### src/rtl/ethpipe_csr.sv
// ethpipe_csr: BAR0 control/status register file for the EtherPIPE datapath.
// Bus words are byte-swapped; all registers are held in logical byte order internally.
module ethpipe_csr #(
    parameter int NCH   = 2,
    parameter int NTS   = 7,
    parameter int PTR_W = 14
) (
    input  logic                  clk_125,
    input  logic                  sys_rst_n,
    input  logic                  slv_ce_i,
    input  logic                  slv_we_i,
    input  logic [8:1]            slv_adr_i,
    input  logic [15:0]           slv_dat_i,
    input  logic [1:0]            slv_sel_i,
    output logic [15:0]           slv_dat_o,
    output logic [63:0]           global_counter,
    output logic [21:2]           dma_length,
    output logic [NCH*30-1:0]     dma_addr_start,
    input  logic [NCH*30-1:0]     dma_addr_cur,
    output logic [NCH-1:0]        dma_load,
    output logic [NCH*PTR_W-1:0]  tx_wr_ptr,
    input  logic [NCH*PTR_W-1:0]  tx_rd_ptr,
    input  logic [NCH*7-1:0]      ts_req,
    output logic [NCH*NTS*48-1:0] local_time,
    input  logic [NCH-1:0]        intr_src,
    output logic                  sys_intr
);

    logic [7:0]       adr;
    logic             rd_en;
    logic             wr_en;
    logic [15:0]      wdata;
    logic [15:0]      wmask;
    logic [15:0]      rd_val;
    logic [47:0]      cnt_shadow;
    logic [NCH-1:0]   pending;
    logic [NCH-1:0]   w1c_clr;
    logic             enable;
    logic [29:0]      addr_start [NCH];
    logic [15:0]      cur_shadow [NCH];
    logic [PTR_W-1:0] wr_ptr     [NCH];
    logic [47:0]      lt_q       [NCH][NTS];
    logic [31:0]      lt_shadow  [NCH];
    logic [NTS-1:0]   cap_sel    [NCH];
    logic [47:0]      cap_val;
    logic             lt_blk;
    logic [2:0]       lt_c;
    logic             ts_unused;

    assign adr       = slv_adr_i;
    assign rd_en     = slv_ce_i & ~slv_we_i;
    assign wr_en     = slv_ce_i & slv_we_i;
    assign wdata     = {slv_dat_i[7:0], slv_dat_i[15:8]};
    assign wmask     = {{8{slv_sel_i[0]}}, {8{slv_sel_i[1]}}};
    assign w1c_clr   = (wr_en && adr == 8'h08 && slv_sel_i[1]) ? wdata[NCH-1:0] : '0;
    assign lt_blk    = (adr[7:6] == 2'b01) || (adr[7:6] == 2'b10);
    assign lt_c      = adr[7:5] - 3'd2;
    assign cap_val   = global_counter[47:0] - 48'd1;
    assign ts_unused = ^ts_req;

    // Lowest set request bit wins: x & -x isolates it.
    for (genvar c = 0; c < NCH; c++) begin : g_ch
        assign dma_addr_start[c*30 +: 30]   = addr_start[c];
        assign tx_wr_ptr[c*PTR_W +: PTR_W]  = wr_ptr[c];
        assign cap_sel[c] = ts_req[c*7 +: NTS] & (~ts_req[c*7 +: NTS] + NTS'(1));
        for (genvar s = 0; s < NTS; s++) begin : g_slot
            assign local_time[(c*NTS+s)*48 +: 48] = lt_q[c][s];
        end
    end

    always_comb begin
        rd_val = '0;
        case (adr)
            8'h00: rd_val = {8'(NCH), 8'(NTS)};
            8'h02: rd_val = global_counter[15:0];
            8'h03: rd_val = cnt_shadow[15:0];
            8'h04: rd_val = cnt_shadow[31:16];
            8'h05: rd_val = cnt_shadow[47:32];
            8'h08: begin
                rd_val[7]       = enable;
                rd_val[NCH-1:0] = pending;
            end
            8'h0a: rd_val = {dma_length[15:2], 2'b00};
            8'h0b: rd_val = {10'd0, dma_length[21:16]};
            default: rd_val = '0;
        endcase
        for (int c = 0; c < NCH; c++) begin
            if (adr[7:4] == 4'h1 && adr[3:2] == 2'(c)) begin
                case (adr[1:0])
                    2'd0:    rd_val = {addr_start[c][13:0], 2'b00};
                    2'd1:    rd_val = addr_start[c][29:14];
                    2'd2:    rd_val = {dma_addr_cur[c*30 +: 14], 2'b00};
                    default: rd_val = cur_shadow[c];
                endcase
            end
            if (adr == 8'h20 + 8'(c))
                rd_val = 16'(wr_ptr[c]);
            if (adr == 8'h28 + 8'(c))
                rd_val = 16'(tx_rd_ptr[c*PTR_W +: PTR_W]);
            for (int s = 0; s < NTS; s++) begin
                if (lt_blk && lt_c == 3'(c) && adr[4:2] == 3'(s)) begin
                    case (adr[1:0])
                        2'd0:    rd_val = lt_q[c][s][15:0];
                        2'd1:    rd_val = lt_shadow[c][15:0];
                        2'd2:    rd_val = lt_shadow[c][31:16];
                        default: rd_val = '0;
                    endcase
                end
            end
        end
    end

    // Snapshots load on the same edge that returns the low word, keeping multi-word reads coherent.
    always_ff @(posedge clk_125 or negedge sys_rst_n) begin
        if (!sys_rst_n) begin
            slv_dat_o      <= '0;
            global_counter <= '0;
            cnt_shadow     <= '0;
            pending        <= '0;
            enable         <= 1'b0;
            sys_intr       <= 1'b0;
            dma_length     <= 20'h04000;
            dma_load       <= '0;
            for (int c = 0; c < NCH; c++) begin
                addr_start[c] <= 30'((32'h1000_0000 + 32'(c) * 32'h0010_0000) >> 2);
                cur_shadow[c] <= '0;
                wr_ptr[c]     <= '0;
                lt_shadow[c]  <= '0;
                for (int s = 0; s < NTS; s++)
                    lt_q[c][s] <= '0;
            end
        end else begin
            global_counter <= global_counter + 64'd1;
            dma_load       <= '0;
            pending        <= (pending & ~w1c_clr) | intr_src;
            sys_intr       <= enable & (|pending);
            if (rd_en)
                slv_dat_o <= {rd_val[7:0], rd_val[15:8]};
            if (rd_en && adr == 8'h02)
                cnt_shadow <= global_counter[63:16];
            if (wr_en && adr == 8'h08 && slv_sel_i[1])
                enable <= wdata[7];
            if (wr_en && adr == 8'h0a) begin
                dma_length[15:2] <= (dma_length[15:2] & ~wmask[15:2]) | (wdata[15:2] & wmask[15:2]);
                dma_load         <= '1;
            end
            if (wr_en && adr == 8'h0b) begin
                dma_length[21:16] <= (dma_length[21:16] & ~wmask[5:0]) | (wdata[5:0] & wmask[5:0]);
                dma_load          <= '1;
            end
            for (int c = 0; c < NCH; c++) begin
                if (wr_en && adr == 8'h10 + 8'(4 * c)) begin
                    addr_start[c][13:0] <= (addr_start[c][13:0] & ~wmask[15:2]) | (wdata[15:2] & wmask[15:2]);
                    dma_load[c]         <= 1'b1;
                end
                if (wr_en && adr == 8'h11 + 8'(4 * c)) begin
                    addr_start[c][29:14] <= (addr_start[c][29:14] & ~wmask) | (wdata & wmask);
                    dma_load[c]          <= 1'b1;
                end
                if (rd_en && adr == 8'h12 + 8'(4 * c))
                    cur_shadow[c] <= dma_addr_cur[c*30+14 +: 16];
                if (wr_en && adr == 8'h20 + 8'(c))
                    wr_ptr[c] <= (wr_ptr[c] & ~wmask[PTR_W-1:0]) | (wdata[PTR_W-1:0] & wmask[PTR_W-1:0]);
                for (int s = 0; s < NTS; s++) begin
                    if (cap_sel[c][s])
                        lt_q[c][s] <= cap_val;
                    if (rd_en && lt_blk && lt_c == 3'(c) && adr[4:2] == 3'(s) && adr[1:0] == 2'd0)
                        lt_shadow[c] <= lt_q[c][s][47:16];
                end
            end
        end
    end

endmodule

### config.mk
export PLATFORM = sky130hd
export DESIGN_NAME = ethpipe_csr
export DESIGN_NICKNAME = d
export VERILOG_FILES = /design/src/rtl/ethpipe_csr.sv
export SDC_FILE = /design/constraint.sdc
export NUM_CORES = 2
export LEC_CHECK = 0
export BUFFER_PORTS_ARGS = -buffer_cell sky130_fd_sc_hd__buf_2
export CORE_AREA = 5 5 380 382
export CTS_CLUSTER_DIAMETER = 150
export CTS_CLUSTER_SIZE = 30
export DETAILED_ROUTE_END_ITERATION = 10
export DIE_AREA = 0 0 385 387
export GPL_TIMING_DRIVEN = 0
export PLACE_DENSITY = 0.58
export REMOVE_ABC_BUFFERS = 1
export SETUP_SLACK_MARGIN = 0.02
export SYNTH_ARGS = -nofsm -noshare
export SYNTH_HDL_FRONTEND = slang
export SYNTH_SLANG_ARGS = --single-unit
### constraint.sdc
create_clock -name clk_125 -period 3.4 [get_ports clk_125]
set_clock_uncertainty 0.2 [all_clocks]
set_input_delay 0 -clock clk_125 [delete_from_list [all_inputs] [get_ports clk_125]]
set_output_delay 0 -clock clk_125 [all_outputs]
set_load 0.03 [all_outputs]
After elaboration in Yosys (flattened, before gate mapping):

Cells that the tools add are included.

* output and inout port bits: 863
* bits of input ports: 134
* bits in registers: 1010
* word-level logic and storage cells: 235

* eq/ne operators: 30
* reductions and logical operators: 71
* add/subtract/negate cells: 5
* mux-type cells: 61
* bitwise logic cells: 35

Operators with widths (number)
* 16-bit one-hot mux with 3 select lines: 16
* 32-bit two-way mux: 14
* 16-bit two-way mux: 20
* 14-bit bitwise AND: 7
* 14-bit OR: 5
* 64-bit by 1-bit adder with 64-bit output (second input constant): 1
* 1-bit logical AND: 62
* 16-bit bitwise AND: 3
* 8-bit by 5-bit equality test with 1-bit output (second input constant): 6
* 8-bit one-hot mux with 6 select lines: 1
* 48-bit by 1-bit subtractor with 48-bit output (second input constant): 1
* 5-bit one-hot mux with 7 select lines: 1
* 8-bit by 6-bit equality test with 1-bit output (second input constant): 4
* 16-bit OR: 2
* 14-bit inverter: 2
* 8-bit by 4-bit equality test with 1-bit output (second input constant): 3
* 8-bit by 2-bit equality test with 1-bit output (second input constant): 2
* 8-bit by 3-bit equality test with 1-bit output (second input constant): 2
* 16-bit inverter: 1
* 7-bit by 1-bit adder with 7-bit output (second input constant): 2
* 7-bit bitwise AND: 2
* 7-bit inverter: 2
* 2-bit one-hot mux with 7 select lines: 1
* 7-bit nonzero test: 2
* 23 further kinds: 40

Logic depth before layout (Yosys ltp):

* depth after elaboration: 22
* gate-level depth with buffers: 13
* depth with buffers taken out: 9

Worst setup path before layout:

Ideal clock, no wire load.

* path kind: input to register
* from: in slv_adr_i[7] (netlist bit)
* to: reg lt_shadow[25] (netlist bit)
* setup slack: 447 ps
* library setup time: 126 ps
* arrival: 2627 ps
* buffers on the path: 4
* required time: 3074 ps
* stages: 12
* cells stage by stage: clkbuf_1 > inv_1 > ha_1 > buf_2 > nand3b_1 > nor2_1 > and3_1 > clkbuf_1 > buf_2 > mux2i_1 > a211oi_1 > a221o_1

* cells in the longest elaborated chain, start to end: 12
* elaborated cells on any way between the ends: 28
* classes of those cells: add/sub (1); eq/ne (3); mux (6); reduce/logical (18)

Ends and longest elaborated chain
* start, declared: line 12 `input logic [8:1] slv_adr_i,`
* parallel branches: the longest is 3 deep, another holds 3-bit by 2-bit subtractor with 3-bit output
* 1-bit logical AND (*): line 167 `if (rd_en && lt_blk && lt_c == 3'(c) && adr[4:2] == 3'(s) && adr[1:0] == 2'd0)`
* 1-bit logical AND (2 in a row): line 167
* 32-bit two-way mux (6 in a row): line 167
* end signal, assigned by index: line 168 `lt_shadow[c] <= lt_q[c][s][47:16];`
* end, declared: line 43 `logic [31:0] lt_shadow [NCH];`

Mark *: on every way between the ends.
A chain may end at the register's enable or synchronous reset.

Worst setup path after layout:

* from: in slv_adr_i[7] (netlist bit)
* to: reg slv_dat_o[3]

* cells in the longest elaborated chain, start to end: 22
* elaborated cells on any way between the ends: 56
* classes of those cells: add/sub (1); eq/ne (13); mux (21); reduce/logical (21)

Ends and longest elaborated chain
* 8-bit by 4-bit equality test with 1-bit output (tied with other cells): line 73 `case (adr)`
* 8-bit one-hot mux with 6 select lines or 1-bit logical AND (tied branches): line 73, 88
* 16-bit two-way mux: line 88 `if (adr[7:4] == 4'h1 && adr[3:2] == 2'(c)) begin`
* 16-bit two-way mux: line 96 `if (adr == 8'h20 + 8'(c))`
* 16-bit two-way mux: line 98 `if (adr == 8'h28 + 8'(c))`
* 16-bit two-way mux (7 in a row): line 101 `if (lt_blk && lt_c == 3'(c) && adr[4:2] == 3'(s)) begin`
* 16-bit two-way mux: line 88
* 16-bit two-way mux: line 96
* 16-bit two-way mux: line 98
* 16-bit two-way mux (6 in a row): line 101
* 16-bit two-way mux (*): line 101
* end signal, assigned: line 138 `slv_dat_o <= {rd_val[7:0], rd_val[15:8]};`
* end, declared: line 15 `output logic [15:0] slv_dat_o,`

Mark *: on every way between the ends. The rest lies on a longest branch, timed or not.

==> metrics.txt <==
worst slew margin relative to its limit=0.0789; static leakage power=0.0268 uW; share of async-settable or async-resettable flops after synthesis=1.00; commonest non-fill, non-tap cells in the layout=sky130_fd_sc_hd__dfrtp_1, sky130_fd_sc_hd__buf_2, sky130_fd_sc_hd__nand2_1; ordered cell list for the critical path=buf_2 > inv_1 > ha_1 > nand3b_1 > nor3_1 > a2111oi_0 > o31ai_1 > a21oi_1 > o31ai_2 > a21oi_1; commonest non-fill, non-tap cell in the layout=sky130_fd_sc_hd__dfrtp_1; HPWL reported at the end of detailed placement=186000 um; Post-Route WL=241000 um; number of design rule violations left after detail routing=0; source-to-sink clock delay at the later pin of the worst-skew pair=0.71 ns; clock buffer depth=3; number of buffer and inverter instances along the worst setup path=2; class of the tightest hold or removal check=input pin to flop; violations in the final reports=negative setup slack; min Tclk post-route=about 3.5 ns; via-per-instance ratio=5.74; first-pass GRT wire length=332000 um; Worst EP arrival=between 3 and 4 ns; final worst path period share=1.02; unrepaired setup endpoints after global routing=true; relative area change from synthesis to final layout=24.8%; count of mapped cells out of synthesis=4573; initial core utilization=0.331; type of the worst setup path=input pin to flop; TritonCTS clock tree=done; ratio of cells with drive above 1 in the final layout=0.294; via count of the first global-routing pass=40.8k; clock sink count=1010; net total in the final layout=roughly 5.7k; Worst setup EP type=flop; highest cell delay on the worst timing path=0.96 ns; Final Hold Vio Count=0; Worst-Margin Slew=1.38 ns; critical path startpoint category=input pin; CTS clock-pin slew for the worst setup and hold paths=0.12 ns; netlist area before placement=46600 sq um; pin count of the biggest net entering global routing=162; count of antenna-violating nets left after detailed routing=0; number of buffers added on ports=between 900 and 1k; routed len/inst=32.5 um; final instance area=roughly 58000 sq um; cell with the largest stage delay on the worst path=sky130_fd_sc_hd__nor3_1; vias after detailed routing=42.6k; ports placed on the boundary=997; max-slew violations=0; critical path fanouts, max=13; TritonCTS buffer count=41; top cell family by delay on the critical path=simple AND/OR/NAND/NOR gates; final core occ=0.414; number of standard cells in the final layout excluding fillers=7422; antenna violations before repair=12; residual overflow from global routing=0; count of state elements after synthesis=1010; Mean Syn Cell Area=10.2 sq um; Core Region=around 140000 sq um; global router's overall resource usage=0.311; areal power density over the cells=446 nW/um^2; main flop type after synthesis=sky130_fd_sc_hd__dfrtp_1; status=finished, violations left; Setup Viol. Count Final=2; Die ar.=149000 sq um; most numerous cell on the critical path=sky130_fd_sc_hd__a21oi_1; die boundary width=385 um; Placer Congestion=0.960; number of instances in the placed design=7198; count of synthesis-stage warnings from yosys=0; worst IR drop on VDD=0.364 mV; H-tree depth=2; Clock Root Buffer=sky130_fd_sc_hd__clkbuf_16; setup ws final=-0.0661 ns; required time at the worst-slack endpoint=3.73 ns; number of distinct standard cells referenced by the synthesized netlist=91; placed cell areas=55100 sq um; Achievable Freq=289 MHz; total negative slack for setup checks=-0.0780 ns; total of max-cap violations=0; number of flops mapped to enable cells by yosys=0; DIE HEIGHT=387 um; detailed router's first-iteration violation count=~4.7k; 1st-pass router iterations=6; Design Power=26000 uW; register area share after synthesis=0.542; total number of placement rows=138
## power by group
group | switching [uW] | leakage, uW | internal (uW)
clock network | 4180 | 0.000578 | 2360
registers | 965 | 0.0132 | 13000
logic | 3940 | 0.0131 | 1550
## cells by family after synthesis
kind of cell,Yosys count,synth area share
AOI/OAI and AO/OA,1369,0.181
and+or+nand+nor,1319,0.129
DFF,1010,0.542
buffers and inverters,417,0.0386
muxes,348,0.0878
xor gates and xnor gates,107,0.0201
adders and majority gates,3,0.000805
## per-stage QoR
| stage | setup slack, ns | hold slack [ns] |
|---|---|---|
| 3_5_place_dp | -1.47 | -0.279 |
| 5_1_grt | -0.00161 | 0.0393 |
| 3_3_place_gp | -20.80 | -0.0171 |
| 2_1_floorplan | -2.72 | -0.496 |
| 4_1_cts | 0.00870 | 0.00306 |
| 6_report | -0.0661 | 0.0449 |
## synthesized netlist by cell type (9+ instances only)
library cell | instances | area [sq um]
sky130_fd_sc_hd__a2111oi_0 | 9 | 78.8
sky130_fd_sc_hd__a211oi_1 | 67 | 503
sky130_fd_sc_hd__a21oi_1 | 459 | 2300
sky130_fd_sc_hd__a221o_1 | 63 | 631
sky130_fd_sc_hd__a221oi_1 | 25 | 219
sky130_fd_sc_hd__a222oi_1 | 20 | 200
sky130_fd_sc_hd__a22o_1 | 24 | 210
sky130_fd_sc_hd__a22oi_1 | 67 | 503
sky130_fd_sc_hd__a31oi_1 | 13 | 81.3
sky130_fd_sc_hd__a32oi_1 | 10 | 87.6
sky130_fd_sc_hd__and2_1 | 18 | 113
sky130_fd_sc_hd__and3_1 | 29 | 181
sky130_fd_sc_hd__buf_1 | 22 | 82.6
sky130_fd_sc_hd__buf_2 | 64 | 320
sky130_fd_sc_hd__buf_4 | 9 | 67.6
sky130_fd_sc_hd__buf_6 | 16 | 180
sky130_fd_sc_hd__clkbuf_1 | 292 | 1100
sky130_fd_sc_hd__dfrtp_1 | 1006 | 25200
sky130_fd_sc_hd__inv_1 | 14 | 52.6
sky130_fd_sc_hd__mux2_2 | 207 | 2330
sky130_fd_sc_hd__mux2i_1 | 113 | 1130
sky130_fd_sc_hd__mux4_2 | 28 | 631
sky130_fd_sc_hd__nand2_1 | 497 | 1870
sky130_fd_sc_hd__nand2b_1 | 12 | 75.1
sky130_fd_sc_hd__nand3_1 | 62 | 310
sky130_fd_sc_hd__nand3b_1 | 9 | 67.6
sky130_fd_sc_hd__nand4_1 | 22 | 138
sky130_fd_sc_hd__nor2_1 | 500 | 1880
sky130_fd_sc_hd__nor2b_1 | 10 | 62.6
sky130_fd_sc_hd__nor3_1 | 37 | 185
sky130_fd_sc_hd__nor3_2 | 9 | 90.1
sky130_fd_sc_hd__nor4_1 | 22 | 138
sky130_fd_sc_hd__o211ai_1 | 30 | 225
sky130_fd_sc_hd__o211ai_2 | 19 | 238
sky130_fd_sc_hd__o21ai_0 | 331 | 1660
sky130_fd_sc_hd__o21ai_1 | 75 | 375
sky130_fd_sc_hd__o221ai_1 | 14 | 123
sky130_fd_sc_hd__o22ai_1 | 82 | 513
sky130_fd_sc_hd__or3_1 | 16 | 100
sky130_fd_sc_hd__xnor2_1 | 75 | 657
sky130_fd_sc_hd__xor2_1 | 32 | 280
## final timing paths
path | from | slack [ns] | end | depth (start not counted)
max | slv_adr_i[7] | -0.07 | slv_dat_o[3] | 10
min | tx_rd_ptr[21] | 0.04 | slv_dat_o[15] | 4
max reg2reg | global_counter[4] | 0.10 | local_time[348] | 8
min reg2reg | cnt_shadow[38] | 0.31 | cnt_shadow[38] | 2
max in group asynchronous | sys_rst_n | 0.71 | local_time[561] | 6
min in group asynchronous | sys_rst_n | 0.27 | local_time[184] | 4
## metal layers
metal	routed length, um	global-route usage	up-vias
met4	14400	0.149	4
met3	21200	0.0702	436
met5	23	0	-
met2	111000	0.497	2220
met1	94800	0.399	21737
li1	-	-	18240
## worst reg2reg max path, delay by kind of cell, from the launching register on
family	cells	cell delay (ns)
flops	1	0.62
xor+xnor	1	0.21
simple gates	4	1.23
buf+inv	2	0.81
compound gates	1	0.11
## what timing repair did
action,in CTS,in global routing
hold endpoints to repair,971,0
setup endpoints to repair,404,181
setup buffers,11,0
gates resized for setup,30,19
pin swaps,3,0
gates cloned,0,1
hold buffers,151,0
## area by class of cell
| type | instances | area, sq um |
|---|---|---|
| inverter | 14 | 56.3 |
| antenna | 7 | 17.5 |
| tap | 1890 | 2360 |
| fill | 13882 | 82500 |
| multi-input combinational | 3146 | 20300 |
| clock inverter | 9 | 150 |
| sequential | 1010 | 25300 |
| timing repair buffer | 1301 | 8960 |
| clock buffer | 45 | 1040 |
No activity file was read; power rests on OpenSTA's default activity.
